## src/rtl/sampler_sequencer.sv

```systemverilog
// Purpose : run controller for the dual-FIFO bus sampler. It arms a run by clearing the FIFOs and releasing masks, then drains rising/falling entries as ordered pairs to the host.
// Latency : all outputs registered; a pair costs 6 cycles from RUN when host_ready is held high (2 host words).
// Backpres: host_valid/host_data/host_tag hold while host_ready is low; no FIFO read is issued until the pending pair is fully accepted.
//
// Ports:
//   system_clock, reset_n      - clock and synchronous active-low reset
//   start, stop                - run control pulses (start honoured only when idle)
//   sample_limit, mask_cfg     - run parameters, latched at start ({cctl, s5, s4})
//   s4/s5/cctl_mask, clear     - sampler controls (mask=1 ignores that window)
//   posedge/negedge_read_enable- FIFO pops; data appears on sample_data one cycle later
//   posedge/negedge_empty/full - sampler FIFO flags
//   sample_data                - muxed FIFO output
//   host_data/tag/valid/ready  - host word stream; tag 0 = rising word, 1 = falling word
//   busy, overflow, pair_count - status
module sampler_sequencer #(
  parameter int CLEAR_CYCLES = 4,
  parameter int COUNT_WIDTH  = 24
) (
  input  logic                   system_clock,
  input  logic                   reset_n,
  input  logic                   start,
  input  logic                   stop,
  input  logic [COUNT_WIDTH-1:0] sample_limit,
  input  logic [2:0]             mask_cfg,
  output logic                   s4_mask,
  output logic                   s5_mask,
  output logic                   cctl_mask,
  output logic                   clear,
  output logic                   posedge_read_enable,
  output logic                   negedge_read_enable,
  input  logic                   posedge_empty,
  input  logic                   negedge_empty,
  input  logic                   posedge_full,
  input  logic                   negedge_full,
  input  logic [31:0]            sample_data,
  output logic [31:0]            host_data,
  output logic                   host_tag,
  output logic                   host_valid,
  input  logic                   host_ready,
  output logic                   busy,
  output logic                   overflow,
  output logic [COUNT_WIDTH-1:0] pair_count
);

  localparam int CLR_W = (CLEAR_CYCLES > 1) ? $clog2(CLEAR_CYCLES) : 1;
  localparam logic [CLR_W-1:0] CLR_LAST = CLR_W'(CLEAR_CYCLES - 1);

  typedef enum logic [2:0] {
    S_IDLE,
    S_CLEAR,
    S_RUN,
    S_RD_P,
    S_CAP_P,
    S_CAP_N,
    S_SEND_P,
    S_SEND_N
  } state_t;

  // One word as presented on the host link.
  typedef struct packed {
    logic [31:0] dat;
    logic        tag;
  } host_word_t;

  // Control state
  state_t                 state_q,        state_d;
  logic [CLR_W-1:0]       clr_cnt_q,      clr_cnt_d;
  logic [2:0]             cfg_q,          cfg_d;
  logic [COUNT_WIDTH-1:0] limit_q,        limit_d;
  logic [31:0]            word_p_q,       word_p_d;
  logic [31:0]            word_n_q,       word_n_d;
  logic                   stop_pending_q, stop_pending_d;

  // Registered outputs
  logic [2:0]             masks_q,        masks_d;      // {cctl, s5, s4}
  logic                   clear_q,        clear_d;
  logic                   pre_q,          pre_d;
  logic                   nre_q,          nre_d;
  host_word_t             host_q,         host_d;
  logic                   host_valid_q,   host_valid_d;
  logic                   busy_q,         busy_d;
  logic                   overflow_q,     overflow_d;
  logic [COUNT_WIDTH-1:0] pair_count_q,   pair_count_d;

  logic [COUNT_WIDTH-1:0] pair_count_inc;
  logic                   in_run_phase;
  logic                   running_next;

  assign pair_count_inc = pair_count_q + COUNT_WIDTH'(1);
  assign in_run_phase   = (state_q != S_IDLE) && (state_q != S_CLEAR);

  always_comb begin
    state_d        = state_q;
    clr_cnt_d      = clr_cnt_q;
    cfg_d          = cfg_q;
    limit_d        = limit_q;
    word_p_d       = word_p_q;
    word_n_d       = word_n_q;
    stop_pending_d = stop_pending_q;
    overflow_d     = overflow_q;
    pair_count_d   = pair_count_q;

    unique case (state_q)
      S_IDLE: begin
        // stop is ignored here, so start wins when both arrive together.
        if (start) begin
          state_d      = S_CLEAR;
          cfg_d        = mask_cfg;
          limit_d      = sample_limit;
          pair_count_d = '0;
          overflow_d   = 1'b0;
          clr_cnt_d    = '0;
        end
      end
      S_CLEAR: begin
        if (clr_cnt_q == CLR_LAST) begin
          state_d = S_RUN;
        end else begin
          clr_cnt_d = clr_cnt_q + CLR_W'(1);
        end
      end
      S_RUN: begin
        // A single non-empty FIFO is a normal transient: wait for its partner.
        if (stop || stop_pending_q) begin
          state_d = S_IDLE;
        end else if (!posedge_empty && !negedge_empty) begin
          state_d = S_RD_P;
        end
      end
      S_RD_P: begin
        state_d = S_CAP_P;
      end
      S_CAP_P: begin
        // Rising entry lands one cycle after its read enable.
        word_p_d = sample_data;
        state_d  = S_CAP_N;
      end
      S_CAP_N: begin
        word_n_d = sample_data;
        state_d  = S_SEND_P;
      end
      S_SEND_P: begin
        if (host_ready) begin
          state_d = S_SEND_N;
        end
      end
      S_SEND_N: begin
        if (host_ready) begin
          pair_count_d = pair_count_inc;
          if ((limit_q != '0) && (pair_count_inc == limit_q)) begin
            state_d = S_IDLE;
          end else if (stop_pending_q || stop) begin
            state_d = S_IDLE;
          end else begin
            state_d = S_RUN;
          end
        end
      end
      default: begin
        state_d = S_IDLE;
      end
    endcase

    // A stop mid-pair is deferred so the pair is never split.
    if (stop && (state_q != S_IDLE) && (state_q != S_RUN)) begin
      stop_pending_d = 1'b1;
    end
    if (state_d == S_IDLE) begin
      stop_pending_d = 1'b0;
    end

    if (in_run_phase && (posedge_full || negedge_full)) begin
      overflow_d = 1'b1;
    end
  end

  // Outputs are decoded from the next state so they line up with it.
  assign running_next = (state_d != S_IDLE) && (state_d != S_CLEAR);

  always_comb begin
    masks_d      = running_next ? cfg_d : 3'b111;
    clear_d      = (state_d == S_CLEAR);
    pre_d        = (state_d == S_RD_P);
    nre_d        = (state_d == S_CAP_P);
    host_valid_d = (state_d == S_SEND_P) || (state_d == S_SEND_N);
    busy_d       = (state_d != S_IDLE);
    host_d       = host_q;
    if (state_d == S_SEND_P) begin
      host_d = '{dat: word_p_q, tag: 1'b0};
    end else if (state_d == S_SEND_N) begin
      host_d = '{dat: word_n_q, tag: 1'b1};
    end
  end

  always_ff @(posedge system_clock) begin
    if (!reset_n) begin
      state_q        <= S_IDLE;
      clr_cnt_q      <= '0;
      cfg_q          <= 3'b111;
      limit_q        <= '0;
      word_p_q       <= '0;
      word_n_q       <= '0;
      stop_pending_q <= 1'b0;
      masks_q        <= 3'b111;
      clear_q        <= 1'b0;
      pre_q          <= 1'b0;
      nre_q          <= 1'b0;
      host_q         <= '0;
      host_valid_q   <= 1'b0;
      busy_q         <= 1'b0;
      overflow_q     <= 1'b0;
      pair_count_q   <= '0;
    end else begin
      state_q        <= state_d;
      clr_cnt_q      <= clr_cnt_d;
      cfg_q          <= cfg_d;
      limit_q        <= limit_d;
      word_p_q       <= word_p_d;
      word_n_q       <= word_n_d;
      stop_pending_q <= stop_pending_d;
      masks_q        <= masks_d;
      clear_q        <= clear_d;
      pre_q          <= pre_d;
      nre_q          <= nre_d;
      host_q         <= host_d;
      host_valid_q   <= host_valid_d;
      busy_q         <= busy_d;
      overflow_q     <= overflow_d;
      pair_count_q   <= pair_count_d;
    end
  end

  assign s4_mask             = masks_q[0];
  assign s5_mask             = masks_q[1];
  assign cctl_mask           = masks_q[2];
  assign clear               = clear_q;
  assign posedge_read_enable = pre_q;
  assign negedge_read_enable = nre_q;
  assign host_data           = host_q.dat;
  assign host_tag            = host_q.tag;
  assign host_valid          = host_valid_q;
  assign busy                = busy_q;
  assign overflow            = overflow_q;
  assign pair_count          = pair_count_q;

endmodule
```

## config.mk

```make
export PLATFORM = sky130hd
export DESIGN_NAME = sampler_sequencer
export DESIGN_NICKNAME = d
export VERILOG_FILES = /design/src/rtl/sampler_sequencer.sv
export SDC_FILE = /design/constraint.sdc
export NUM_CORES = 1
export LEC_CHECK = 0
export CAP_MARGIN = 0
export CELL_PAD_IN_SITES_DETAIL_PLACEMENT = 2
export CELL_PAD_IN_SITES_GLOBAL_PLACEMENT = 2
export CORE_MARGIN = 2
export CORE_UTILIZATION = 27
export DETAILED_ROUTE_END_ITERATION = 6
export GPL_ROUTABILITY_DRIVEN = 0
export GPL_TIMING_DRIVEN = 0
export PLACE_DENSITY = 0.8
export SETUP_SLACK_MARGIN = 0.15
export SYNTH_ARGS = -nofsm -noshare
export SYNTH_HDL_FRONTEND = slang
export SYNTH_SLANG_ARGS = --single-unit
```

## constraint.sdc

```tcl
create_clock -name system_clock -period 2.7 [get_ports system_clock]
set_input_delay 0.405 -clock system_clock [delete_from_list [all_inputs] [get_ports system_clock]]
set_output_delay 0.405 -clock system_clock [all_outputs]
set_load 0.05 [all_outputs]
```

==> results of run 1 <==
## through the flow
step / utilization, % / hold WS, ps / power (mW) / setup slack (ps) / instances
detailed placement: 34.4 / 451 / 2.95 / -953 / 1411
CTS: 37.7 / 462 / 5.39 / -368 / 1460
global route: 38.6 / 487 / 5.56 / -565 / 1474
finish: 38.6 / 462 / 5.37 / -512 / 1474
global placement: 34.4 / 442 / 2.93 / -1290 / 1410
floorplan: - / 431 / 2.70 / -184 / 942
## cell usage in the layout (no fill, tap or decap), types with 19 or more instances in the layout
cell	instances
a31oi_1	38
buf_4	25
a21oi_1	118
nand3_1	48
nor2_1	34
nand2_1	279
clkdlybuf4s50_1	133
o21ai_0	22
clkbuf_2	19
dfxtp_1	143
clkbuf_1	44
## registers in the layout, summed over array words and instances (netlist names), 2 cells and up
register	count
word_p_q	32
state_q	3
limit_q	24
host_data	32
clr_cnt_q	2
masks_q	3
word_n_q	32
pair_count	24
cfg_q	3
## worst register-to-register path, cell delays in order, from the launching register on
cell and delay [ps]:
dfxtp_4 400, nand4_1 220, or4_4 550, buf_6 140, or4_4 430, a211oi_4 320
nand4_1 260, o31a_1 410, buf_4 160, nor4_4 240
## path summary, 6_finish.rpt
check,to,slack [ps],cells past startpoint
max,clear,-510,9
min,word_n_q[7],460,2
max reg2reg,clear,-510,9
min reg2reg,word_n_q[7],460,2
## power groups by stage
| stage | clock network [mW] | logic, mW | registers [mW] |
|---|---|---|---|
| floorplan | 0 | 0.184 | 2.52 |
| global placement | 0 | 0.411 | 2.52 |
| detailed placement | 0 | 0.422 | 2.53 |
| CTS | 2.48 | 0.441 | 2.47 |
| global route | 2.59 | 0.497 | 2.47 |
| finish | 2.44 | 0.461 | 2.47 |
## routing by layer
| layer | routed length (um) | global-route usage [%] | vias up | share of wire (%) |
|---|---|---|---|---|
| met2 | 15400 | 37.4 | 171 | 49 |
| met5 | 0 | 0 | - | 0 |
| met1 | 14600 | 28.5 | 3968 | 46 |
| met4 | 618 | 5.73 | 0 | 2.0 |
| li1 | - | - | 3657 | - |
| met3 | 983 | 3.40 | 42 | 3.1 |
## cell families (layout without fill, tap and decap cells)
kind of cell	after synthesis	count (layout)	share of synthesized area [%]
adders and majority gates	3	3	0.490
DFF	163	163	45.6
and+or+nand+nor	448	448	27.9
muxes	2	2	0.280
buffers and inverters	81	278	4.41
xor gates and xnor gates	24	24	2.94
AOI/OAI and AO/OA	221	221	18.3
## cell type report
type / instances / area, um2 / area share (%)
multi-input cells: 698 / 3760 / 37.4
flip-flops and latches: 163 / 3310 / 32.9
repair buffers: 166 / 1610 / 16.1
clock buffers: 18 / 439 / 4.37
well taps: 335 / 419 / 4.17
plain buffers: 72 / 335 / 3.34
clock inverters: 14 / 141 / 1.41
inverters: 8 / 30.0 / 0.299
## repair_timing
| action | 4_1_cts | 5_1_grt |
|---|---|---|
| hold buffers | 0 | 0 |
| resized for setup | 36 | 48 |
| setup endpoints to repair | 52 | 70 |
| pin swaps | 10 | 12 |
| setup buffers | 18 | 14 |
==> run_results.csv, run 1 <==
group,metric,value,unit
timing,final_min_period_over_clock_period,119,%
worst_setup_path,worst_ep_arrival_time,3550,ps
timing,timing_worst_slew_pin_value,899,ps
grt,first_global_vias,8260,
worst_setup_path,crit_path_start_kind,"flop",
timing,hold_viol_final,0,
power_and_ir_drop,power.switching_fraction,27.9,%
power_and_ir_drop,comb_power_share,8.6,%
worst_setup_path,worstPathMaxFanout,6,
synth,post-synth-top-area-fraction,45.6,%
synth,synth_top_flop_cell,"dfxtp_1",
floorplanning,initial_utilization,27.4,%
detailed_routing,drc_errors,0,
detailed_routing,drt_pre_antenna_iters,4,
synth,synth-edff-count,0,
power_and_ir_drop,share_of_power_burned_in_the_clock_network,45.4,%
power_and_ir_drop,internal_power,3.87,mW
detailed_routing,wirelength,31500,um
worst_setup_path,timing.rr.start,"pair_count[17]",
timing,final_max_slew_viol_count,0,
timing,setup_viol,9,
floorplanning,die_w,167,um
detailed_routing,drtIter0Drc,386,
power_and_ir_drop,total_switching_power,1.50,mW
clock_tree,numCtsBuffers,17,
floorplanning,floorplan.die.height,167,um
place,placement.cell_area,0.00897,mm2
clock_tree,cts_tree,"yes",
detailed_routing,detail_route.vias_per_cell,5.32,
finish,post-route-cell-area,0.0100,mm2
synth,syn_nets,1012,
power_and_ir_drop,p_leak,3.32,nW
finish,final_layout_size_suffix_gt1_share,12.0,%
synth,mean_instance_size_in_the_synthesized_netlist,7.59,um2
synth,async_flop_share,0,%
timing,rsz0062_at_grt,"yes",
finish,final_net_count,1196,
timing,fmax,311,MHz
grt,antenna_violations_before_repair,0,
floorplanning,core,0.0261,mm2
worst_setup_path,cp_slowest_cell,"or4_4",
synth,share_of_synthesized_area_occupied_by_flip_flops_and_latches,45.6,%
clock_tree,ctsLongestPathBuffers,2,
power_and_ir_drop,power_frac_seq,46.0,%
detailed_routing,route.antenna.remaining_nets,0,
synth,synth.most_common_cell,"nand2_1",
clock_tree,h-tree-depth,4,
worst_setup_path,critPathTopFamily,"simple AND/OR/NAND/NOR gates",
run_status,run_status,"finished with violations",
place,portBuffers,133,
timing,setup_slack,-512,ps
grt,grt_pass1_wl,47400,um
synth,synth.lib_cells_used.distinct,56,
timing,layout_min_cycle_time,3210,ps
worst_setup_path,end_kind,"flop",
clock_tree,clock_latency,440,ps
clock_tree,clk_pin_slew_worst_paths,70,ps
timing,setup_total_negative_slack,-3470,ps
finish,fillCellCount,2966,
worst_setup_path,crit_buf_inv,2,
timing,maxSlewHeadroom,39.8,%
floorplanning,fp.dieArea,0.0278,mm2
min_path,timing.hold.worst.start,"word_n_q[7]",
synth,synth.area.top_cells,"dfxtp_1 (46%), nand2_1 (15%), a21oi_1 (8.3%), clkbuf_1 (3.5%), nand3_1 (3.4%)",
synth,synth.cell_area,0.00715,mm2
grt,track_usage,21.8,%
power_and_ir_drop,peakVddDrop,0.000237,V
grt,maximum_number_of_pins_on_one_net_before_global_route_repair,18,
finish,area_growth,40.5,%
worst_setup_path,setup.worst_path.start,"pair_count[17]",
worst_setup_path,setup.worst_path.class,"reg2reg",
synth,synthesis_warnings,0,
worst_setup_path,worst_path_largest_cell_delay,550,ps
clock_tree,clock_tree.root_cell,"clkbuf_16",
synth,synth.top_cells.by_count,"nand2_1 (282), dfxtp_1 (163), a21oi_1 (118)",
detailed_routing,route.vias.total,7838,
synth,post_synth_inst_count,942,
timing,clock_skew_after_layout,12.1,ps
run,maxCapViolations,0,
detailed_routing,post_drt_wl_per_cell,21.4,um
synth,leading_area_contributor_after_synthesis,"dfxtp_1",
place,place.detailed.hpwl,21400,um
min_path,hold_path.class,"reg2reg",
worst_setup_path,crit_required,3040,ps
clock_tree,clkSinkCount,163,
power_and_ir_drop,power_per_cell_area,535,mW/mm2
grt,overall_overflow_remaining_after_global_route,0,
run_status,violated_checks,"setup timing",
floorplanning,top_level_ports,134,
worst_setup_path,cell_breakdown_of_the_critical_path,"nand4_1 > or4_4 > buf_6 > or4_4 > a211oi_4 > nand4_1 > o31a_1 > buf_4 > nor4_4",
finish,n_antenna_cell,0,
floorplanning,fp-row-count,59,
synth,synth_seq_cells,163,
No activity file was read; power rests on OpenSTA's default activity.
==> run 2, diff against run 1 <==
--- a/config.mk
+++ b/config.mk
@@ -9,11 +9,11 @@
 export CELL_PAD_IN_SITES_DETAIL_PLACEMENT = 2
 export CELL_PAD_IN_SITES_GLOBAL_PLACEMENT = 2
 export CORE_MARGIN = 2
-export CORE_UTILIZATION = 27
+export CORE_UTILIZATION = 32
 export DETAILED_ROUTE_END_ITERATION = 6
 export GPL_ROUTABILITY_DRIVEN = 0
 export GPL_TIMING_DRIVEN = 0
-export PLACE_DENSITY = 0.8
+export PLACE_DENSITY = 0.89
 export SETUP_SLACK_MARGIN = 0.15
 export SYNTH_ARGS = -nofsm -noshare
 export SYNTH_HDL_FRONTEND = slang
==> constraint.sdc (replaced) <==
create_clock -name system_clock -period 3.85 [get_ports system_clock]
set_input_delay 0.5775 -clock system_clock [delete_from_list [all_inputs] [get_ports system_clock]]
set_output_delay 0.5775 -clock system_clock [all_outputs]
set_load 0.05 [all_outputs]
==> run_results.csv, run 2 (synthesis results as in run 1) <==
group,metric,value,unit
finish,seqCellArea,0.00326,mm2
clock_tree,cts_tree,"yes",
grt,antenna_violations_before_repair,1,
run_status,run_status,"complete, no violations",
timing,hold_viol_final,0,
timing,rsz0062_at_grt,"no",
worst_setup_path,crit_required,4180,ps
grt,overall_overflow_remaining_after_global_route,0,
worst_setup_path,crit_path_start_kind,"flop",
finish,area_growth,33.0,%
grt,maximum_number_of_pins_on_one_net_before_global_route_repair,21,
run,maxCapViolations,0,
detailed_routing,detail_route.vias_per_cell,5.78,
timing,setup_viol,0,
detailed_routing,route.antenna.remaining_nets,0,
finish,fillCellCount,2477,
detailed_routing,drt_pre_antenna_iters,5,
floorplanning,core,0.0219,mm2
clock_tree,cts_hold_repair.buffers,0,
finish,final_layout_size_suffix_gt1_share,4.59,%
clock_tree,clock_tree.root_cell,"clkbuf_16",
floorplanning,floorplan.die.height,153,um
floorplanning,fp.dieArea,0.0236,mm2
detailed_routing,wirelength,33400,um
finish,post-route-cell-area,0.00951,mm2
timing,fmax,285,MHz
timing,maxSlewHeadroom,36.7,%
place,place.detailed.hpwl,21600,um
finish,final_cell_mix,"nand2_1 (282), dfxtp_1 (162), clkdlybuf4s50_1 (133), a21oi_1 (118), clkbuf_1 (65)",
worst_setup_path,setup.worst_path.class,"reg2reg",
finish,final_net_count,1167,
power_and_ir_drop,power_frac_seq,44.7,%
timing,clock_skew_after_layout,18.8,ps
finish,multi_input_comb_area,0.00360,mm2
power_and_ir_drop,share_of_power_burned_in_the_clock_network,47.3,%
clock_tree,h-tree-depth,4,
power_and_ir_drop,p_leak,3.09,nW
floorplanning,initial_utilization,32.7,%
floorplanning,fp-row-count,54,
power_and_ir_drop,power.switching_fraction,29.8,%
clock_tree,clk_pin_slew_worst_paths,80,ps
grt,first_global_vias,8908,
clock_tree,clock_latency,470,ps
floorplanning,die_w,153,um
detailed_routing,drtIter0Drc,451,
clock_tree,numCtsBuffers,17,
timing,layout_min_cycle_time,3510,ps
power_and_ir_drop,comb_power_share,8.0,%
clock_tree,clkSinkCount,163,
detailed_routing,drc_errors,0,
power_and_ir_drop,internal_power,2.73,mW
power_and_ir_drop,total_switching_power,1.16,mW
floorplanning,top_level_ports,134,
power_and_ir_drop,peakVddDrop,0.000203,V
timing,final_max_slew_viol_count,0,
place,placement.cell_area,0.00884,mm2
worst_setup_path,worst_ep_arrival_time,3850,ps
power_and_ir_drop,power_per_cell_area,409,mW/mm2
grt,track_usage,28.3,%
worst_setup_path,worstPathMaxFanout,10,
detailed_routing,route.vias.total,8039,
place,portBuffers,133,
worst_setup_path,end_kind,"flop",
clock_tree,ctsLongestPathBuffers,2,
timing,final_min_period_over_clock_period,91.3,%
detailed_routing,post_drt_wl_per_cell,24.0,um
min_path,hold_path.class,"reg2reg",
finish,layout.cells.most_common,"nand2_1",
power_and_ir_drop,p_total,3.89,mW
grt,grt_pass1_wl,51800,um
timing,timing_worst_slew_pin_value,946,ps
==> run 2: cell types whose count changed in the layout (fill, tap and decap cells not counted), moves of 9 or more <==
cell,before,now
dfxtp_2,11,1
clkbuf_2,19,1
buf_6,13,1
clkbuf_1,44,65
dfxtp_1,143,162
dfxtp_4,9,0
buf_4,25,3
==> run 2: layout make-up <==
cell class / count / share of cell area (%)
Multi-Input combinational cell: 698 / 37.9
Sequential cell: 163 / 34.3
Timing Repair Buffer: 136 / 14.2
Clock buffer: 17 / 4.47
Tap cell: 280 / 3.68
Buffer: 73 / 3.01
Clock inverter: 15 / 2.07
Inverter: 8 / 0.316
Antenna cell: 1 / 0.0263
==> run 2: timing repair <==
item	in CTS	in global routing
endpoints found under the setup margin	1	9
resized for setup	2	5
pin swaps	0	1
buffers inserted	0	2
==> run 2: worst max-delay path, cell delays in order (launching register included) <==
cell and delay (ps):
dfxtp_1 340, clkbuf_1 340, nand4_1 320, clkbuf_1 350, nor4_2 560, nand4_1 250
nand3_1 180, o2111ai_1 220, o31a_1 430, nor4_2 390
==> run 2: layer usage <==
layer | share of wire [%] | track usage, % | vias to the layer above
met3 | 5.1 | 4.65 | 77
met5 | 0 | 0 | -
met1 | 42 | 33.7 | 4096
li1 | - | - | 3585
met2 | 50 | 49.4 | 281
met4 | 3.3 | 13.8 | 0
==> run 2: stage by stage <==
step	std cells	setup TNS (ps)	utilization [%]	setup WS, ps	hold WS, ps
after floorplan	942	0	-	602	431
after global placement	1355	-7830	40.3	-354	442
after detailed placement	1356	0	40.4	131	452
after CTS	1388	0	43.3	171	462
after global routing	1391	0	43.4	173	479
final	1391	0	43.4	337	463
==> run 2: worst paths after layout <==
kind	startpoint	endpoint	slack [ps]	depth (start not counted)
max reg2reg	pair_count[2]	clear	340	9
min reg2reg	word_n_q[9]	word_n_q[9]	460	2
min	word_n_q[9]	word_n_q[9]	460	2
max	pair_count[2]	clear	340	9
==> run 2: power groups by stage <==
stage | clock network (mW) | registers [mW] | logic (mW)
floorplan | 0 | 1.77 | 0.129
global placement | 0 | 1.77 | 0.285
detailed placement | 0 | 1.77 | 0.295
CTS | 1.85 | 1.74 | 0.308
global route | 1.91 | 1.74 | 0.330
finish | 1.84 | 1.74 | 0.312
